[src/rtl/uart_cmd_rx.sv]
`timescale 1ns/1ps
// uart_cmd_rx
// Receive side of the cold-storage UART link. Deserializes 8N1 bytes from
// `rx` and parses short ASCII host commands ("M0\n", "F1\n", "T07\n", ...)
// that set the operating mode, manual actuator requests and the setpoints.
//
// Ports:
//   clk        in   system clock (1 MHz domain)
//   rst_n      in   asynchronous active-low reset
//   rx         in   UART line, idle high, asynchronous to clk
//   rx_data    out  last good received byte
//   rx_valid   out  1-cycle pulse, rx_data holds a new good byte
//   frame_err  out  1-cycle pulse, stop bit sampled low
//   mode_auto  out  1 = auto, 0 = manual
//   fan_man    out  manual fan request
//   hum_man    out  manual humidifier request
//   temp_set   out  temperature setpoint, degC, 0-99
//   hum_set    out  humidity setpoint, %RH, 0-99
//   cmd_ok     out  1-cycle pulse, command applied
//   cmd_err    out  1-cycle pulse, command rejected
module uart_cmd_rx #(
    parameter int CLK_HZ = 1_000_000,
    parameter int BAUD   = 9600
) (
    input  logic       clk,
    input  logic       rst_n,
    input  logic       rx,
    output logic [7:0] rx_data,
    output logic       rx_valid,
    output logic       frame_err,
    output logic       mode_auto,
    output logic       fan_man,
    output logic       hum_man,
    output logic [7:0] temp_set,
    output logic [7:0] hum_set,
    output logic       cmd_ok,
    output logic       cmd_err
);

    localparam int CLKS_PER_BIT = CLK_HZ / BAUD;
    localparam int HALF_BIT     = CLKS_PER_BIT / 2;
    localparam int CNT_W        = $clog2(CLKS_PER_BIT + 1);

    localparam logic [CNT_W-1:0] FULL_LAST = CNT_W'(CLKS_PER_BIT - 1);
    localparam logic [CNT_W-1:0] HALF_LAST = CNT_W'(HALF_BIT - 1);

    localparam logic [7:0] CH_CR = 8'h0D;
    localparam logic [7:0] CH_LF = 8'h0A;
    localparam logic [7:0] CH_M  = 8'h4D;
    localparam logic [7:0] CH_F  = 8'h46;
    localparam logic [7:0] CH_H  = 8'h48;
    localparam logic [7:0] CH_T  = 8'h54;
    localparam logic [7:0] CH_U  = 8'h55;

    typedef enum logic [2:0] {
        RX_IDLE, RX_START, RX_DATA, RX_STOP, RX_WAIT_HIGH
    } rx_state_t;

    typedef enum logic [2:0] {
        P_IDLE, P_ARG1, P_ARG2, P_END, P_DISCARD
    } p_state_t;

    // ------------------------------------------------------------------
    // Input synchronizer (preset high so reset does not look like a start)
    // ------------------------------------------------------------------
    logic rx_meta, rx_sync;

    always_ff @(posedge clk or negedge rst_n) begin
        if (!rst_n) begin
            rx_meta <= 1'b1;
            rx_sync <= 1'b1;
        end else begin
            rx_meta <= rx;
            rx_sync <= rx_meta;
        end
    end

    // ------------------------------------------------------------------
    // Receiver FSM
    // ------------------------------------------------------------------
    rx_state_t        rx_state, rx_next;
    logic [CNT_W-1:0] clk_cnt;
    logic [2:0]       bit_cnt;
    logic [7:0]       shift_reg;
    logic             rx_tick, cnt_clr, bit_take, stop_good, stop_bad;

    always_ff @(posedge clk or negedge rst_n) begin
        if (!rst_n) rx_state <= RX_IDLE;
        else        rx_state <= rx_next;
    end

    always_comb begin
        rx_next = rx_state;
        case (rx_state)
            RX_IDLE:      if (!rx_sync) rx_next = RX_START;
            RX_START:     if (clk_cnt == HALF_LAST) rx_next = rx_sync ? RX_IDLE : RX_DATA;
            RX_DATA:      if (clk_cnt == FULL_LAST && bit_cnt == 3'd7) rx_next = RX_STOP;
            RX_STOP:      if (clk_cnt == FULL_LAST) rx_next = rx_sync ? RX_IDLE : RX_WAIT_HIGH;
            RX_WAIT_HIGH: if (rx_sync) rx_next = RX_IDLE;
            default:      rx_next = RX_IDLE;
        endcase
    end

    // Every sample point restarts the bit-period counter, so the start
    // sample lands mid-bit and each later sample one full period after it.
    always_comb begin
        rx_tick   = 1'b0;
        cnt_clr   = 1'b0;
        bit_take  = 1'b0;
        stop_good = 1'b0;
        stop_bad  = 1'b0;
        case (rx_state)
            RX_START: rx_tick = (clk_cnt == HALF_LAST);
            RX_DATA: begin
                rx_tick  = (clk_cnt == FULL_LAST);
                bit_take = rx_tick;
            end
            RX_STOP: begin
                rx_tick   = (clk_cnt == FULL_LAST);
                stop_good = rx_tick && rx_sync;
                stop_bad  = rx_tick && !rx_sync;
            end
            default: cnt_clr = 1'b1;
        endcase
        if (rx_tick) cnt_clr = 1'b1;
    end

    always_ff @(posedge clk or negedge rst_n) begin
        if (!rst_n) begin
            clk_cnt   <= '0;
            bit_cnt   <= '0;
            shift_reg <= '0;
            rx_data   <= '0;
            rx_valid  <= 1'b0;
            frame_err <= 1'b0;
        end else begin
            clk_cnt <= cnt_clr ? '0 : clk_cnt + CNT_W'(1);
            if (rx_state == RX_IDLE) bit_cnt <= '0;
            else if (bit_take)       bit_cnt <= bit_cnt + 3'd1;
            if (bit_take) shift_reg <= {rx_sync, shift_reg[7:1]};
            rx_valid  <= stop_good;
            frame_err <= stop_bad;
            if (stop_good) rx_data <= shift_reg;
        end
    end

    // ------------------------------------------------------------------
    // Command parser FSM
    // ------------------------------------------------------------------
    p_state_t   p_state, p_next;
    logic [7:0] op;
    logic [3:0] d1, d0;
    logic [7:0] arg_value;
    logic       is_cr, is_lf, is_digit, is_bin, is_op, op_single, arg1_ok;
    logic       ok_p, err_p, take_op, take_d1, take_d0;

    assign is_cr     = (rx_data == CH_CR);
    assign is_lf     = (rx_data == CH_LF);
    assign is_digit  = (rx_data >= 8'h30) && (rx_data <= 8'h39);
    assign is_bin    = (rx_data == 8'h30) || (rx_data == 8'h31);
    assign is_op     = (rx_data == CH_M) || (rx_data == CH_F) || (rx_data == CH_H) ||
                       (rx_data == CH_T) || (rx_data == CH_U);
    assign op_single = (op == CH_M) || (op == CH_F) || (op == CH_H);
    assign arg1_ok   = op_single ? is_bin : is_digit;
    assign arg_value = {4'd0, d1} * 8'd10 + {4'd0, d0};

    always_ff @(posedge clk or negedge rst_n) begin
        if (!rst_n) p_state <= P_IDLE;
        else        p_state <= p_next;
    end

    always_comb begin
        p_next = p_state;
        if (frame_err) begin
            p_next = P_IDLE;
        end else if (rx_valid && !is_cr) begin
            case (p_state)
                P_IDLE: begin
                    if (is_op)       p_next = P_ARG1;
                    else if (!is_lf) p_next = P_DISCARD;
                end
                P_ARG1: begin
                    if (arg1_ok)    p_next = op_single ? P_END : P_ARG2;
                    else if (is_lf) p_next = P_IDLE;
                    else            p_next = P_DISCARD;
                end
                P_ARG2: begin
                    if (is_digit)   p_next = P_END;
                    else if (is_lf) p_next = P_IDLE;
                    else            p_next = P_DISCARD;
                end
                P_END:     p_next = is_lf ? P_IDLE : P_DISCARD;
                P_DISCARD: if (is_lf) p_next = P_IDLE;
                default:   p_next = P_IDLE;
            endcase
        end
    end

    always_comb begin
        ok_p    = 1'b0;
        err_p   = 1'b0;
        take_op = 1'b0;
        take_d1 = 1'b0;
        take_d0 = 1'b0;
        if (!frame_err && rx_valid && !is_cr) begin
            case (p_state)
                P_IDLE: begin
                    if (is_op)       take_op = 1'b1;
                    else if (!is_lf) err_p   = 1'b1;
                end
                P_ARG1: begin
                    if (!arg1_ok)       err_p   = 1'b1;
                    else if (op_single) take_d0 = 1'b1;
                    else                take_d1 = 1'b1;
                end
                P_ARG2: begin
                    if (is_digit) take_d0 = 1'b1;
                    else          err_p   = 1'b1;
                end
                P_END: begin
                    // Manual actuator requests are refused while in auto mode.
                    if (!is_lf)                                       err_p = 1'b1;
                    else if ((op == CH_F || op == CH_H) && mode_auto) err_p = 1'b1;
                    else                                              ok_p  = 1'b1;
                end
                default: ;
            endcase
        end
    end

    always_ff @(posedge clk or negedge rst_n) begin
        if (!rst_n) begin
            op        <= '0;
            d1        <= '0;
            d0        <= '0;
            cmd_ok    <= 1'b0;
            cmd_err   <= 1'b0;
            mode_auto <= 1'b1;
            fan_man   <= 1'b0;
            hum_man   <= 1'b0;
            temp_set  <= 8'd4;
            hum_set   <= 8'd90;
        end else begin
            cmd_ok  <= ok_p;
            cmd_err <= err_p;
            if (frame_err) begin
                op <= '0;
                d1 <= '0;
                d0 <= '0;
            end else begin
                if (take_op) op <= rx_data;
                if (take_d1) d1 <= rx_data[3:0];
                if (take_d0) d0 <= rx_data[3:0];
            end
            if (ok_p) begin
                case (op)
                    CH_M:    mode_auto <= d0[0];
                    CH_F:    fan_man   <= d0[0];
                    CH_H:    hum_man   <= d0[0];
                    CH_T:    temp_set  <= arg_value;
                    CH_U:    hum_set   <= arg_value;
                    default: ;
                endcase
            end
        end
    end

endmodule

[config.mk]
export PLATFORM = sky130hd
export DESIGN_NAME = uart_cmd_rx
export DESIGN_NICKNAME = d
export VERILOG_FILES = /design/src/rtl/uart_cmd_rx.sv
export SDC_FILE = /design/constraint.sdc
export NUM_CORES = 1
export LEC_CHECK = 0
export ABC_AREA = 1
export BUFFER_PORTS_ARGS = -buffer_cell sky130_fd_sc_hd__buf_2
export CAP_MARGIN = 10
export CORE_MARGIN = 4
export CORE_UTILIZATION = 44
export DETAILED_ROUTE_END_ITERATION = 16
export HOLD_SLACK_MARGIN = 0.02
export PLACE_DENSITY_LB_ADDON = 0.25
export SYNTH_ARGS = -nofsm -noshare
export SYNTH_HDL_FRONTEND = slang
export SYNTH_SLANG_ARGS = --single-unit
[constraint.sdc]
create_clock -name clk -period 2.2 [get_ports clk]
set_clock_uncertainty 0.1 [all_clocks]
set_input_delay 0.44 -clock clk [delete_from_list [all_inputs] [get_ports clk]]
set_output_delay 0.44 -clock clk [all_outputs]
set_load 0.05 [all_outputs]
==> flow_metrics.env <==
export IMPL_status="finished clean"
export IMPL_synth_top_area_cell="dfrtp_1"
export IMPL_core_region_area_mm2=0.00826
export IMPL_avgSynthCellArea_um2=7.93
export IMPL_rsz0062_at_grt="yes"
export IMPL_timing_setup_tns_ns=0
export IMPL_synth_edf_count=0
export IMPL_syn_to_final_growth_pct=15.9
export IMPL_routabilityCongestion=0.847
export IMPL_syn_inst=473
export IMPL_placed_cell_area_mm2=0.00413
export IMPL_fin_crit_ns=2.18
export IMPL_dp_cells=617
export IMPL_ios=34
export IMPL_path_max_fanout=2
export IMPL_drt_iter0_drc=112
export IMPL_final_antenna_net_count=0
export IMPL_pre_cts_ws_ns=-0.0178
export IMPL_syn_area_mm2=0.00375
export IMPL_crit_path_start_kind="flip-flop"
export IMPL_die_w_um=100
export IMPL_nNetsFinal=540
export IMPL_hold_viol=0
export IMPL_cts_sinks=73
export IMPL_via_per_inst=4.80
export IMPL_numCtsBuffers=9
export IMPL_h_tree_depth=3
export IMPL_fillers=798
export IMPL_grt_usage_pct=17.2
export IMPL_worstMarginPinSlew_ns=0.451
export IMPL_clkTransAtPathRegs_ns=0.08
export IMPL_antenna_cells=0
export IMPL_cts_tree="built"
export IMPL_initial_core_util_pct=45.4
export IMPL_fmax_ghz=0.458
export IMPL_crit_arrival_ns=2.37
export IMPL_slew_headroom_pct=69.7
export IMPL_synth_area_leaders="dfrtp_1, nand2_1, inv_1"
export IMPL_synth_most_common_cell="nand2_1"
export IMPL_finalInstanceArea_mm2=0.00435
export IMPL_synth_common_cells="nand2_1, dfrtp_1, inv_1"
export IMPL_grt_pass1_vias=3028
export IMPL_crit_path_end_kind="flip-flop"
export IMPL_period_share_pct=99.1
export IMPL_drt_total_wl_um=7770
export IMPL_cap_violations=0
export IMPL_portBuffers=33
export IMPL_layoutNonFillerInstCount=635
export IMPL_dr_pass1_iters=4
export IMPL_worst_slack_ns=0.0190
export IMPL_reg2reg_to="hum_set[7]"
export IMPL_synth_cell_types=31
export IMPL_gr_total_overflow=0
export IMPL_rows=33
export IMPL_place_hpwl_um=5840
export IMPL_grt_pass1_wl_um=13800
export IMPL_synthFlopType="dfrtp_1"
export IMPL_max_vdd_ir_drop_v=0.000275
export IMPL_rr_startpoint="d1[3]"
export IMPL_num_vias=3048
export IMPL_antenna_found_initial=0
export IMPL_slew_violations=0
export IMPL_p_per_area_mw_per_mm2=556
export IMPL_clockRootBuffer="clkbuf_8"
export IMPL_insertion_delay_ns=0.34
export IMPL_worstHoldPathType="input port to asynchronous set/reset pin"
export IMPL_setup_violations=0
export IMPL_die_area_mm2=0.0101
export IMPL_p_leak_nw=2.38
export IMPL_ys_seq_area_share_pct=49.0
export IMPL_drc=0
export IMPL_synth_seq_cells=73
export IMPL_crit_required_ns=2.38
export IMPL_reg2reg_depth=8
export IMPL_async_flop_share_pct=100
export IMPL_grt_max_degree=74
export IMPL_post_drt_wl_per_cell_um=12.2
export IMPL_power_total_w=0.00242
export IMPL_ff2ff_setup_slack_ns=0.02
export IMPL_path_class="flip-flop to flip-flop"
export IMPL_yosys_warnings=0
export IMPL_drive_gt1_share_pct=18.7
export IMPL_cts_path_max_buffers=2
export IMPL_synth_top_area_share_pct=43.4
export IMPL_syn_nets=488
export IMPL_die_h_um=100
-- metrics by stage --
stage / hold slack, ns / util [%]
5_1_grt: 0.0500 / 52.7
3_3_place_gp: 0.248 / 50.0
6_report: 0.00841 / 52.7
2_1_floorplan: 0.0444 / -
4_1_cts: 0.0246 / 52.5
3_5_place_dp: 0.250 / 50.0
-- layout by cell type, fill, tap and decap left out, types with 2 or more instances in the layout --
| master | count |
|---|---|
| buf_12 | 2 |
| inv_2 | 14 |
| nand4_1 | 5 |
| nor2_2 | 4 |
| buf_2 | 33 |
| dfstp_2 | 8 |
| nand2_1 | 136 |
| nand2_2 | 3 |
| ha_1 | 9 |
| clkinv_2 | 2 |
| inv_1 | 57 |
| nand3_1 | 26 |
| nor2_4 | 3 |
| clkinv_1 | 2 |
| xnor2_1 | 4 |
| clkbuf_8 | 10 |
| xor2_1 | 6 |
| nor3_1 | 9 |
| clkinvlp_4 | 2 |
| dfrtp_1 | 65 |
| a21oi_1 | 6 |
| nor2_1 | 42 |
| buf_4 | 11 |
| o21ai_0 | 21 |
| o21ai_1 | 37 |
-- how the worst max path moves through the flow --
stage | startpoint | endpoint | slack [ns] | cells after the start
final | d1[3] | hum_set[7] | 0.02 | 8
after global placement | d1[1] | hum_set[7] | 0.04 | 8
after CTS | d1[3] | hum_set[6] | 0.009 | 10
after floorplan | d1[3] | hum_set[7] | 0.05 | 8
after global routing | d1[3] | temp_set[7] | -0.1 | 8
after detailed placement | d1[1] | hum_set[7] | -0.02 | 8
-- where the power goes --
| group | switching (W) | internal (W) |
|---|---|---|
| combinational | 0.0000273 | 0.00000550 |
| clock | 0.000489 | 0.000551 |
| sequential | 0.00000122 | 0.00134 |
| total | 0.000518 | 0.00190 |
-- per-layer routing --
metal | global-route usage [%] | up-vias | share of wire [%]
met5 | 0 | - | 0
met4 | 7.25 | 0 | 2.0
met3 | 4.17 | 13 | 5.1
met2 | 27.7 | 56 | 47
met1 | 22.1 | 1382 | 46
li1 | - | 1597 | -
-- worst max-delay path: stages (launching register included) --
cell and delay, ns:
dfrtp_1 0.39, ha_1 0.31, ha_2 0.19, inv_2 0.06
fa_2 0.45, nor4_2 0.33, xnor2_1 0.17, nand2_1 0.07
nand2_1 0.06
-- cell families after synthesis --
| family | after synthesis | share of synthesized area [%] |
|---|---|---|
| AOI/OAI and AO/OA | 68 | 9.67 |
| xor gates and xnor gates | 10 | 2.33 |
| adders and majority gates | 12 | 4.40 |
| buffers and inverters | 78 | 8.07 |
| DFF | 73 | 49.0 |
| and+or+nand+nor | 232 | 26.6 |
-- area by class of cell --
class	instances	area [um^2]	share of cell area, %
Clock inverter	5	55.1	1.27
Clock buffer	11	141	3.25
Sequential cell	73	1840	42.2
Tap cell	105	131	3.02
Inverter	73	274	6.30
Multi-Input combinational cell	322	1620	37.3
Timing Repair Buffer	46	288	6.62
-- timing repair --
action / in CTS / in global routing
hold buffers: 0 / 0
buffers inserted: 1 / 1
resized for setup: 2 / 2
pin swaps: 4 / 2
setup endpoints to repair: 4 / 4
No activity file was read; power rests on OpenSTA's default activity.
